--- config.mk ---
export PLATFORM = sky130hd
export DESIGN_NAME = ifu_prefetch_buf
export DESIGN_NICKNAME = d
export VERILOG_FILES = /design/src/rtl/ifu_prefetch_buf_pkg.sv /design/src/rtl/ifu_sync_fifo.sv /design/src/rtl/ifu_prefetch_buf.sv
export VERILOG_INCLUDE_DIRS = /design/src /design/src/rtl
export SDC_FILE = /design/constraint.sdc
export NUM_CORES = 1
export LEC_CHECK = 0
export ABC_AREA = 1
export BUFFER_PORTS_ARGS = -buffer_cell sky130_fd_sc_hd__clkbuf_2
export CAP_MARGIN = 5
export CORE_MARGIN = 8
export CORE_UTILIZATION = 39
export CTS_CLUSTER_DIAMETER = 30
export DETAILED_ROUTE_END_ITERATION = 6
export SYNTH_ARGS = -nofsm -noshare
export SYNTH_HDL_FRONTEND = slang
export SYNTH_SLANG_ARGS = --single-unit
--- constraint.sdc ---
create_clock -name clk -period 5.7 [get_ports clk]
set_input_delay 0.285 -clock clk [delete_from_list [all_inputs] [get_ports clk]]
set_output_delay 0.285 -clock clk [all_outputs]
set_load 0.02 [all_outputs]
--- src/rtl/defines.svh ---
`ifndef IFU_DEFINES_SVH
`define IFU_DEFINES_SVH

`define INST_NOP        32'h0000_0013
`define INST_ADDR_WIDTH 32
`define INST_DATA_WIDTH 32

`endif

--- src/rtl/ifu_prefetch_buf_pkg.sv ---
// Shared types and constants for the instruction prefetch buffer.
// Latency: n/a (declarations only).
// Backpressure: n/a.
`include "defines.svh"

package ifu_prefetch_buf_pkg;

  localparam int AW = `INST_ADDR_WIDTH;
  localparam int DW = `INST_DATA_WIDTH;

  localparam logic [DW-1:0] INST_NOP = `INST_NOP;

  // One queued instruction: fetched word, its address, and bus-error flag.
  typedef struct packed {
    logic [DW-1:0] inst;
    logic [AW-1:0] addr;
    logic          err;
  } fetch_entry_t;

  localparam int ENTRY_W = $bits(fetch_entry_t);

  // Force a byte address down to its containing word.
  function automatic logic [AW-1:0] word_align(input logic [AW-1:0] a);
    return {a[AW-1:2], 2'b00};
  endfunction

endpackage

--- src/rtl/ifu_sync_fifo.sv ---
// Generic synchronous FIFO with single-cycle flush; head is read combinationally.
// Latency: a push is visible at the head on the following cycle.
// Backpressure: push while full and pop while empty are ignored; flush wins over push/pop.
module ifu_sync_fifo #(
  parameter int WIDTH = 32,
  parameter int DEPTH = 4,
  localparam int PW = (DEPTH > 1) ? $clog2(DEPTH) : 1,
  localparam int CW = $clog2(DEPTH + 1)
) (
  input  logic             clk,
  input  logic             rst,
  input  logic             i_flush,
  input  logic             i_push,
  input  logic [WIDTH-1:0] i_push_dat,
  input  logic             i_pop,
  output logic [WIDTH-1:0] o_head_dat,
  output logic             o_empty,
  output logic [CW-1:0]    o_count
);

  logic [WIDTH-1:0] r_mem [DEPTH];
  logic [PW-1:0]    r_wr_ptr;
  logic [PW-1:0]    r_rd_ptr;
  logic [CW-1:0]    r_count;
  logic             w_push;
  logic             w_pop;

  // Pointer advance with explicit wrap so non-power-of-two depths also work.
  function automatic logic [PW-1:0] next_ptr(input logic [PW-1:0] p);
    return (p == PW'(DEPTH - 1)) ? '0 : p + 1'b1;
  endfunction

  assign w_push     = i_push && (r_count != CW'(DEPTH));
  assign w_pop      = i_pop && (r_count != '0);
  assign o_empty    = (r_count == '0);
  assign o_count    = r_count;
  assign o_head_dat = r_mem[r_rd_ptr];

  // Pointer and occupancy bookkeeping; flush empties the queue in one cycle.
  always_ff @(posedge clk) begin
    if (rst || i_flush) begin
      r_wr_ptr <= '0;
      r_rd_ptr <= '0;
      r_count  <= '0;
    end else begin
      if (w_push) r_wr_ptr <= next_ptr(r_wr_ptr);
      if (w_pop)  r_rd_ptr <= next_ptr(r_rd_ptr);
      case ({w_push, w_pop})
        2'b10:   r_count <= r_count + 1'b1;
        2'b01:   r_count <= r_count - 1'b1;
        default: r_count <= r_count;
      endcase
    end
  end

  // Storage array; contents are don't-care until written, so no reset.
  always_ff @(posedge clk) begin
    if (w_push && !i_flush) r_mem[r_wr_ptr] <= i_push_dat;
  end

endmodule

--- src/rtl/ifu_prefetch_buf.sv ---
// Sequential instruction prefetcher feeding decode through a small FIFO, with redirect flush.
// Latency: memory response -> inst_* next cycle; redirect -> new-PC request next cycle.
// Backpressure: inst_ready_i low fills the FIFO; credits then stop imem requests (no response stall).
module ifu_prefetch_buf
  import ifu_prefetch_buf_pkg::*;
#(
  parameter int          DEPTH           = 4,
  parameter int          MAX_OUTSTANDING = 2,
  parameter logic [31:0] RESET_PC        = 32'h0000_0000
) (
  input  logic        clk,
  input  logic        rst,
  input  logic        redirect_i,
  input  logic [31:0] redirect_addr_i,
  output logic        imem_req_o,
  output logic [31:0] imem_addr_o,
  input  logic        imem_gnt_i,
  input  logic        imem_rvalid_i,
  input  logic [31:0] imem_rdata_i,
  input  logic        imem_err_i,
  output logic        inst_valid_o,
  input  logic        inst_ready_i,
  output logic [31:0] inst_o,
  output logic [31:0] inst_addr_o,
  output logic        inst_err_o
);

  localparam int CW = $clog2(DEPTH + 1);
  localparam int OW = $clog2(MAX_OUTSTANDING + 1);

  logic [31:0]   r_pc;
  logic [OW-1:0] r_outstanding;
  logic [OW-1:0] r_discard;

  logic          w_can_issue;
  logic          w_gnt;
  logic          w_rsp;
  logic          w_keep;
  logic          w_pop;
  fetch_entry_t  w_push_entry;
  fetch_entry_t  w_head;
  logic          w_fifo_empty;
  logic [CW-1:0] w_fifo_count;
  logic [31:0]   w_ifq_addr;
  logic          w_ifq_empty;
  logic [OW-1:0] w_ifq_count;
  logic          w_unused_addr_lsb;

  // Byte offset of the redirect target is meaningless for word fetches.
  assign w_unused_addr_lsb = ^redirect_addr_i[1:0];

  // Credit check: every slot counted as either queued or owed, so a response always fits.
  assign w_can_issue = ((32'(w_fifo_count) + 32'(r_outstanding)) < DEPTH)
                    && (32'(r_outstanding) < MAX_OUTSTANDING);

  assign imem_req_o  = w_can_issue && !redirect_i && !rst;
  assign imem_addr_o = r_pc;

  assign w_gnt  = imem_req_o && imem_gnt_i;
  // A response with nothing owed is a protocol error and is ignored.
  assign w_rsp  = imem_rvalid_i && (r_outstanding != '0);
  // Responses owed to a pre-redirect stream, or arriving on a redirect cycle, are dropped.
  assign w_keep = w_rsp && (r_discard == '0) && !redirect_i;
  assign w_pop  = inst_valid_o && inst_ready_i && !redirect_i;

  assign w_push_entry = '{inst: imem_rdata_i, addr: w_ifq_addr, err: imem_err_i};

  ifu_sync_fifo #(
    .WIDTH (ENTRY_W),
    .DEPTH (DEPTH)
  ) u_inst_fifo (
    .clk        (clk),
    .rst        (rst),
    .i_flush    (redirect_i),
    .i_push     (w_keep),
    .i_push_dat (w_push_entry),
    .i_pop      (w_pop),
    .o_head_dat (w_head),
    .o_empty    (w_fifo_empty),
    .o_count    (w_fifo_count)
  );

  // Addresses of granted fetches; kept across redirects so discarded responses still pop in order.
  ifu_sync_fifo #(
    .WIDTH (32),
    .DEPTH (MAX_OUTSTANDING)
  ) u_inflight_q (
    .clk        (clk),
    .rst        (rst),
    .i_flush    (1'b0),
    .i_push     (w_gnt),
    .i_push_dat (r_pc),
    .i_pop      (w_rsp),
    .o_head_dat (w_ifq_addr),
    .o_empty    (w_ifq_empty),
    .o_count    (w_ifq_count)
  );

  // Fetch PC: redirect target overrides sequential advance.
  always_ff @(posedge clk) begin
    if (rst) begin
      r_pc <= RESET_PC;
    end else if (redirect_i) begin
      r_pc <= word_align(redirect_addr_i);
    end else if (w_gnt) begin
      r_pc <= r_pc + 32'd4;
    end
  end

  // Granted-but-unanswered count; simultaneous grant and response cancel out.
  always_ff @(posedge clk) begin
    if (rst) begin
      r_outstanding <= '0;
    end else begin
      case ({w_gnt, w_rsp})
        2'b10:   r_outstanding <= r_outstanding + 1'b1;
        2'b01:   r_outstanding <= r_outstanding - 1'b1;
        default: r_outstanding <= r_outstanding;
      endcase
    end
  end

  // Responses still owed to a flushed stream; recomputed on every redirect.
  always_ff @(posedge clk) begin
    if (rst) begin
      r_discard <= '0;
    end else if (redirect_i) begin
      r_discard <= r_outstanding - OW'(w_rsp);
    end else if (w_rsp && (r_discard != '0)) begin
      r_discard <= r_discard - 1'b1;
    end
  end

  // Protocol and bookkeeping consistency checks.
  always_ff @(posedge clk) begin
    if (!rst) begin
      assert (!(imem_rvalid_i && (r_outstanding == '0)));
      assert (32'(w_ifq_count) == 32'(r_outstanding));
      assert (w_ifq_empty == (r_outstanding == '0));
      assert (r_discard <= r_outstanding);
    end
  end

  // Head presentation; idle values shown when nothing is queued.
  always_comb begin
    inst_valid_o = !w_fifo_empty;
    inst_o       = INST_NOP;
    inst_addr_o  = '0;
    inst_err_o   = 1'b0;
    if (!w_fifo_empty) begin
      inst_o      = w_head.inst;
      inst_addr_o = w_head.addr;
      inst_err_o  = w_head.err;
    end
  end

endmodule

# Word level (Yosys, flattened, before mapping)
# Memories as Yosys holds them, arrays and structs flattened. A register that Yosys moved wholly into a read port is not among the register bits.
# Cells that the tools add are included.
word_totals:
  regBits: 47
  ram_bits: 324
  in_bits: 71
  output_inout_bits: 99
  memories: 2
classes:
  n_addsub: 14
  n_lt_le_gt_ge: 2
  n_eq_ne: 10
  muxes: 22
  n_reduce_logical: 31
memory_table:
  columns: ["name", "depth", "width", "read_ports", "rd_ports_with_merged_regs", "wr", "line_no", "rtl"]
  rows:
  - ["u_inst_fifo.r_mem", 4, 65, 1, 1, 1, "ifu_sync_fifo.sv:21", "logic [WIDTH-1:0] r_mem [DEPTH];"]
  - ["u_inflight_q.r_mem", 2, 32, 1, 1, 1, "ifu_sync_fifo.sv:21", null]
op_table:
  columns: ["op", "n"]
  rows:
  - ["two-way mux 32 bit", 4]
  - ["adder 32 x 3 -> 32 bit (second input constant)", 1]
  - ["nonzero test 2 bit", 8]
  - ["logical AND 1 bit", 15]
  - ["two-way mux 2 bit", 6]
  - ["equality test 2 bit (second input constant)", 5]
  - ["two-way mux 1 bit", 9]
  - ["adder 2 x 1 -> 2 bit (second input constant)", 4]
  - ["one-hot mux 2 bit (2 select lines)", 2]
  - ["equality test 2 x 1 -> 1 bit (second input constant)", 3]
  - ["one-hot mux 3 bit (2 select lines)", 1]
  - ["subtractor 2 x 1 -> 2 bit (second input constant)", 3]
  - ["adder 3 x 2 -> 4 bit", 1]
  - ["less-than comparator 4 x 3 -> 1 bit (second input constant)", 1]
  - ["adder 3 x 1 -> 3 bit (second input constant)", 1]
  - ["logical NOT 1 bit", 3]
  - ["logical NOT 3 bit", 1]
  - ["inequality test 3 bit (second input constant)", 1]
  - ["nonzero test 3 bit", 1]
  - ["subtractor 3 x 1 -> 3 bit (second input constant)", 1]
  - ["adder 1 bit (second input constant)", 2]
  - ["logical NOT 2 bit", 1]
  - ["less-than comparator 2 bit (second input constant)", 1]
  - ["inequality test 2 bit (second input constant)", 1]
  - ["other kinds (3)", 3]

# Depth between registers and ports, before layout
# Gate-level depths: netlist of run 1.
logic_depth:
  ltp_word: 9
  depth_mapped: 12
  depth_no_buf: 12

# Modules after synthesis
# A second synthesis of run 1 with hierarchy kept.
hier_totals:
  cells_unflattened: 1397
  area_unflattened_um2: 16296.9
by_module_without_submodules:
  columns: ["mod", "n_inst", "cells_per_inst", "area_each_um2"]
  rows:
  - ["ifu_sync_fifo (u_inst_fifo)", 1, 702, 10462.5]
  - ["ifu_prefetch_buf", 1, 558, 3114.2]
  - ["ifu_sync_fifo (u_inflight_q)", 1, 137, 2720.1]

# Least setup slack after synthesis of run 1
# OpenSTA, ideal clock, no wires.
synth_timing:
  path_type: "flip-flop to flip-flop"
  from: "register r_outstanding[1]"
  to: "memory u_inst_fifo.r_mem[0][0] (netlist name), enable pin"
  setup_ns: 0.485
  arrival_ns: 3.460
  path_slack_ns: 1.755
  path_stages_with_launch: 5
  path_buffers: 0
  synth_period_minus_slack_ns: 3.945
  path_cell_list: "dfxtp_1 o21ai_0 inv_1 nand4_2 nor2_1"
synth_via:
  elab_chain_len: 8
synth_lines:
  columns: ["element", "line_no", "rtl"]
  rows:
  - ["start, declared", "ifu_prefetch_buf.sv:32", "logic [OW-1:0] r_outstanding;"]
  - ["start signal, assigned", "ifu_prefetch_buf.sv:116", "2'b10: r_outstanding <= r_outstanding + 1'b1;"]
  - ["start signal, assigned", "ifu_prefetch_buf.sv:117", "2'b01: r_outstanding <= r_outstanding - 1'b1;"]
  - ["start signal, assigned", "ifu_prefetch_buf.sv:118", "default: r_outstanding <= r_outstanding;"]
  - ["nonzero test 2 bit", "ifu_prefetch_buf.sv:61", "assign w_rsp = imem_rvalid_i && (r_outstanding != '0);"]
  - ["logical AND 1 bit", "ifu_prefetch_buf.sv:61", null]
  - ["logical AND 1 bit (2 in a row)", "ifu_prefetch_buf.sv:63", "assign w_keep = w_rsp && (r_discard == '0) && !redirect_i;"]
  - ["logical AND 1 bit", "ifu_sync_fifo.sv:33", "assign w_push = i_push && (r_count != CW'(DEPTH));"]
  - ["logical AND 1 bit", "ifu_sync_fifo.sv:58", "if (w_push && !i_flush) r_mem[r_wr_ptr] <= i_push_dat;"]
  - ["two-way mux 1 bit", "ifu_sync_fifo.sv:58", null]
  - ["two-way mux 1 bit (implied by the code)", "ifu_sync_fifo.sv:58", null]
  - ["end, declared", "ifu_sync_fifo.sv:21", null]
# No other way between the ends.

==> qor.yml, run 1 <==
status: "finished, final reports clean"
initial_standard_cell_utilization_of_the_core: 0.395
timing.final.setup_violations: 0
core-area_mm2: 0.0377
track_usage: 0.164
rr_startpoint: "r_outstanding[1]"
syn_inst: 1319
area_growth_pct: 29.7
netlist.area_leader.share: 0.629
synth_ff_type: "edfxtp_1"
ys_warn_count: 0
edff_count_synth: 312
worstMarginPinSlew_ns: 1.05
slew_viol_final: 0
num-nets-final: 1635
setup-tns-final_ns: 0
synth.largest_area_cell: "edfxtp_1"
grt_max_degree: 95
postCtsResizedCells: 0
path_clk_slew_ns: 0.05
h_tree_depth: 3
post_synth_num_cell_types: 38
worstSetupPathType: "reg2out"
die_h_um: 211
synth_commonest_cells: "edfxtp_1 (312), nor2_1 (307), o21ai_0 (152)"
wl_mm: 36.7
grt_pass1_vias: 10700
worst_hold_path_type: "in2reg"
drtAntennaViolNets: 0
crit_fanout: 89
power.static_leakage_nw: 7.20
max_freq_mhz: 287
1st_iter_drt_viols: 645
clock_tree.buffer_depth: 3
dr_total_vias: 10400
async_flop_share: 0
dpl_cell_area_mm2: 0.0162
antenna_found_initial: 0
cts-buffers-inserted: 80
final.min_clock_period_ns: 3.48
synth_sequential_area_ratio: 0.694
netlist_top_cells_area: "edfxtp_1 (63%), nor2_1 (7.7%), dfxtp_1 (6.5%)"
horizontal_extent_of_the_die_um: 211
hold_path_depth: 3
floorplan.die_area_mm2: 0.0447
detailedRoute.firstPassIterationCount: 7
reg2regPathDepth: 8
num-fill-cells: 3332
maxCapViolations: 0
share_of_final_layout_standard_cells_stronger_than_drive_strength_1: 0.227
global_route.overflow_total: 0
finish.instance_area_mm2: 0.0193
cts_tree: "built"
ios: 170
yosys.cell_count.top_type: "edfxtp_1"
clockRootBuffer: "clkbuf_16"
crit_required_ns: 5.41
rsz0062_at_grt: "no"
timing.clock.skew_ns: 0.0195
hp-start: "redirect_addr_i[2]"
post_synth_instance_area_mm2: 0.0149
power_per_cell_area_mw_per_mm2: 403
io_buffer_count: 163
worstSkewPairLatency_ns: 0.56
gpl.final_weighted_congestion: 0.854
crit_path_dat_ns: 3.20
worstSetupStartpointType: "register"
vdd_ir_drop_max_uv: 243
number_of_hold_violations_in_the_final_report: 0
worst_r2r_endpoint: "u_inflight_q.r_mem[1][22]"
grt_first_pass_wirelength_mm: 57.8
wl_per_cell_um: 17.3
timing.slew.headroom: 0.297
tritoncts_num_sinks: 360
vias_per_cell: 4.90
ff2ff_setup_slack_ns: 2.71
drcViolationCount: 0
min_delay_worst_endpoint: "imem_addr_o[2]"
yosys_register_bits: 360
dpl.hpwl_mm: 21.5
endpoint_kind: "output port"
fin_crit_sh: 0.611
antenna_cells: 0
placement_rows: 71
post_synth.cell_area_avg_um2: 11.3
## cell type report
| class | instances | area, um^2 | area share |
|---|---|---|---|
| Multi-Input combinational cell | 832 | 4080 | 0.211 |
| Clock buffer | 89 | 2080 | 0.108 |
| Tap cell | 511 | 639 | 0.0331 |
| Sequential cell | 360 | 10300 | 0.535 |
| Clock inverter | 56 | 658 | 0.0341 |
| Inverter | 65 | 244 | 0.0126 |
| Timing Repair Buffer | 212 | 1280 | 0.0662 |
## sequential cells by signal, summed over array words and instances, names as in the netlist, 2 cells and up, named ones only
register	flops
u_inflight_q.r_mem	60
r_outstanding	2
u_inst_fifo.r_rd_ptr	2
u_inst_fifo.r_wr_ptr	2
u_inst_fifo.o_count	3
u_inst_fifo.r_mem	252
u_inflight_q.o_count	2
imem_addr_o	30
r_discard	2
## worst max-delay path: stages, from the launching register on
cell and delay [ns]:
dfxtp_4 0.46, inv_2 0.51, buf_4 0.76, nor2_1 0.07, o311ai_0 0.50, clkbuf_2 0.27
## worst max path at each step
stage,from,endpoint,slack [ns],depth (start not counted)
final,register,inst_o[4],2.22,5
after global routing,register,inst_o[4],1.89,5
after CTS,register,inst_o[1],2.19,5
after detailed placement,redirect_i,u_inflight_q.r_mem[1][26],2.41,8
after global placement,rst,u_inflight_q.r_mem[0][26],2.47,8
after floorplan,r_outstanding[1],u_inst_fifo.r_mem[0][0],1.76,4
## metal layers
metal | vias up | share of wire | GRT usage
li1 | 5065 | - | -
met1 | 4939 | 0.45 | 0.210
met2 | 345 | 0.45 | 0.260
met3 | 59 | 0.072 | 0.0450
met4 | 0 | 0.027 | 0.0671
met5 | - | 0 | 0
## cells in the final DEF, fill, tap and decap left out, types with 8 or more instances in the layout
master	instances
nand3_1	27
inv_1	60
nor2_4	10
nor2_1	301
dfxtp_1	46
clkinvlp_4	10
bufinv_16	12
clkbuf_16	81
clkbuf_2	163
a21oi_1	102
edfxtp_1	312
dlygate4sd3_1	38
o21ai_0	152
buf_4	11
mux2_2	30
clkinv_2	16
xor2_1	8
nand2_1	142
ha_1	12
## kinds of logic (layout without fill, tap and decap cells)
family | count (synthesis) | in the layout | share of synthesized area
other cells | 1 | 4 | 0.000252
buf+inv | 130 | 422 | 0.0361
fa+ha+maj | 13 | 13 | 0.0114
mux | 30 | 30 | 0.0227
flops | 360 | 360 | 0.694
simple gates | 501 | 501 | 0.135
compound gates | 273 | 273 | 0.0945
xor+xnor | 11 | 11 | 0.00647
## report_power, final
group          switching (mW)  total, mW  internal, mW
clock network            1.41       4.57          3.16
registers              0.0413       2.96          2.91
logic                   0.162      0.255        0.0933
total                    1.62       7.78          6.17
## metrics by stage
step | setup slack (ns) | hold WS [ns] | power [mW] | std cells | util
global route | 1.89 | 0.0464 | 8.03 | 2125 | 0.513
detailed placement | 2.41 | 0.450 | 3.23 | 1942 | 0.430
floorplan | 1.76 | 0.384 | 3.13 | 1322 | -
global placement | 2.47 | 0.439 | 3.23 | 1942 | 0.430
finish | 2.22 | 0.0218 | 7.78 | 2125 | 0.513
CTS | 2.19 | 0.00283 | 7.86 | 2125 | 0.513
## repair_timing
action,in CTS,in global routing
endpoints found under the hold margin,137,0
hold buffers,38,0
setup buffers,0,0
Power figures use the tool's default switching activity.
==> run 2, diff against run 1 <==
ABC_AREA = 0   (was 1)
clock period = 3.6 ns   (was 5.7 ns; I/O delays follow)
==> run 2 against run 1 <==
- sequential share of layout area up 0.80 points
- combinational power up 93%
- largest power group unchanged
- clock skew down 0.0020 ns
- register-to-register slack worse by 1.7 ns
- final cell count down 23%
- hold slack better by 0.083 ns
- final area down 1.5%
- utilization up 1.2 points
- first-iteration DRC count down 19%
- power up 58%
- flip-flop and latch count unchanged
==> qor.yml, run 2 <==
synthAdderAreaFrac: 0.0119  # +0.000512
share_of_synthesized_cell_area_in_and_or_nand_and_nor_gates: 0.0778  # -0.0569
wl_per_cell_um: 19.8  # +14%
cts_tree: "built"
global_route.overflow_total: 0  # unchanged
ys_warn_count: 0  # unchanged
status: "finished, final reports clean"
maxCapViolations: 0  # unchanged
drtAntennaViolNets: 0  # unchanged
post_synth.cell_area_avg_um2: 17.4  # +54%
gpl.final_weighted_congestion: 0.805  # -5.8%
max_freq_mhz: 360
slew_viol_final: 0  # unchanged
cp_cell_sequence: "nor3_1 -> inv_2 -> buf_4 -> and2_1 -> clkbuf_2"
crit_path_dat_ns: 2.60  # -0.60 ns
worstSetupPathType: "reg2out"
dpl_cell_area_mm2: 0.0157  # -3.0%
dpl.hpwl_mm: 20.2  # -6.2%
io_buffer_count: 163  # unchanged
grt_pass1_vias: 8859  # -17%
finish.instance_area_mm2: 0.0190  # -1.5%
setup-tns-final_ns: 0  # unchanged
die_h_um: 207  # -2.0%
crit_fanout: 62  # -30%
netlist_top_cells_area: "edfxtp_1 (66%), mux4_2 (10%), dfxtp_1 (6.7%)"
clock_tree.buffer_depth: 3  # unchanged
antenna_cells: 0  # unchanged
rsz0062_at_grt: "no"
number_of_hold_violations_in_the_final_report: 0  # unchanged
timing.critical_path.slowest_stage_cell: "nor3_1"
largest_family_of_logic_cells_by_synthesized_area: "multiplexers"
core-area_mm2: 0.0363  # -3.7%
crit_required_ns: 3.42  # -1.99 ns
cts-buffers-inserted: 77  # -3.8%
worstSkewPairLatency_ns: 0.57  # about the same
antenna_found_initial: 0  # unchanged
vdd_ir_drop_max_uv: 351  # +44%
final.setup.worst_slack_ns: 0.821  # -1.40 ns
synth-compound-area-share: 0.0287  # -0.0658
post_synth_num_cell_types: 45  # +18%
timing.clock.skew_ns: 0.0176  # -0.00197 ns
worstMarginPinSlew_ns: 0.929  # -0.125 ns
postCtsResizedCells: 0  # unchanged
1st_iter_drt_viols: 521  # -19%
track_usage: 0.152  # -0.0123
dr_total_vias: 8255  # -21%
total_power_mw: 12.3  # +58%
fin_crit_sh: 0.772
post_synth_instance_area_mm2: 0.0142  # -4.3%
synth_ff_type: "edfxtp_1"
share_of_final_layout_standard_cells_stronger_than_drive_strength_1: 0.363  # +0.136
synth.largest_area_cell: "edfxtp_1"
grt_first_pass_wirelength_mm: 50.8  # -12%
largest_register: "u_inst_fifo.r_mem"
timing.final.setup_violations: 0  # unchanged
synth_xor_area_frac: 0.0104  # +0.00398
edff_count_synth: 312  # unchanged
worstSetupStartpointType: "register"
max_stage_delay_ns: 0.79  # +0.03 ns
synth_mux_area_frac: 0.128  # +0.105
ios: 170  # unchanged
timing.slew.headroom: 0.376  # +0.0787
synth_sequential_area_ratio: 0.725  # +0.0311
hold_buffers: 65  # +71%
holdWs_ns: 0.105  # +0.0827 ns
power.static_leakage_nw: 6.75  # -6.3%
final.min_clock_period_ns: 2.78
floorplan.die_area_mm2: 0.0429  # -4.0%
h_tree_depth: 3  # unchanged
num-nets-final: 1196  # -27%
drcViolationCount: 0  # unchanged
grt_max_degree: 63  # -34%
num-fill-cells: 2956  # -11%
yosys_register_bits: 360  # unchanged
post_cts_buffers: 0  # unchanged
flip_flop_count_of_the_largest_register_all_copies_and_words_added: 252  # unchanged
tritoncts_num_sinks: 360  # unchanged
clockRootBuffer: "clkbuf_16"
initial_standard_cell_utilization_of_the_core: 0.393  # -0.00227
async_flop_share: 0  # unchanged
area_growth_pct: 33.5
worst_hold_path_type: "in2reg"
detailedRoute.firstPassIterationCount: 4  # -3
path_clk_slew_ns: 0.05  # about the same
power_per_cell_area_mw_per_mm2: 647  # +60%
commonest_cells_after_routing_fill_and_taps_aside: "edfxtp_1 (312), clkbuf_2 (163), clkbuf_16 (77)"
horizontal_extent_of_the_die_um: 207  # -2.0%
vias_per_cell: 5.02  # +2.5%
synth_commonest_cells: "edfxtp_1 (312), and2_1 (64), mux4_2 (63)"
detailedPlace.worstSlack_ns: 1.06  # -1.35 ns
yosys.cell_count.top_type: "edfxtp_1"
final_common_cell: "edfxtp_1"
netlist.area_leader.share: 0.658  # +0.0282
placement_rows: 70  # -1.4%
wl_mm: 32.5  # -12%
syn_inst: 818  # -38%
endpoint_kind: "output port"
run 2: final timing paths:
check,from,to,slack (ns),cells after the start
setup reg to reg,r_outstanding[1],r_outstanding[1],1.03,8
setup / recovery,u_inst_fifo.o_count[2],inst_addr_o[21],0.82,5
hold reg to reg,u_inst_fifo.r_rd_ptr[1],register,0.48,2
hold / removal,rst,u_inst_fifo.o_count[2],0.10,3
run 2: routing by layer:
layer	up-vias	track usage	wire length, um
li1	3827	-	-
met1	4122	0.190	14100
met2	255	0.250	15800
met3	51	0.0459	1960
met4	0	0.0491	616
met5	-	0	0
run 2: logic make-up after synthesis:
family | Yosys count
AOI/OAI and AO/OA | 62
buffers and inverters | 62
other | 1
DFF | 360
xor gates and xnor gates | 17
and+or+nand+nor | 204
muxes | 99
adders and majority gates | 13
run 2: area by class of cell:
cell class,count,area [um^2],share of cell area
clock buffer,88,1990,0.104
clock inverter,55,683,0.0359
inverter,21,78.8,0.00414
multi-input combinational,399,3690,0.194
sequential,360,10300,0.543
tap,468,586,0.0308
timing repair buffer,253,1670,0.0876
run 2: stage by stage:
stage,utilization,std cells
6_report,0.525,1644
5_1_grt,0.525,1644
4_1_cts,0.525,1644
3_5_place_dp,0.433,1436
3_3_place_gp,0.433,1436
2_1_floorplan,-,821
run 2: worst max-delay path: cells and delay by family (launching register included):
kind / cells / cell delay [ns]
buf+inv: 3 / 0.57
flops: 1 / 0.37
simple gates: 2 / 1.05
run 2: report_power, final:
group          internal (mW)  switching [mW]
Sequential              4.64          0.0703
Combinational          0.217           0.275
Clock                   4.85            2.25
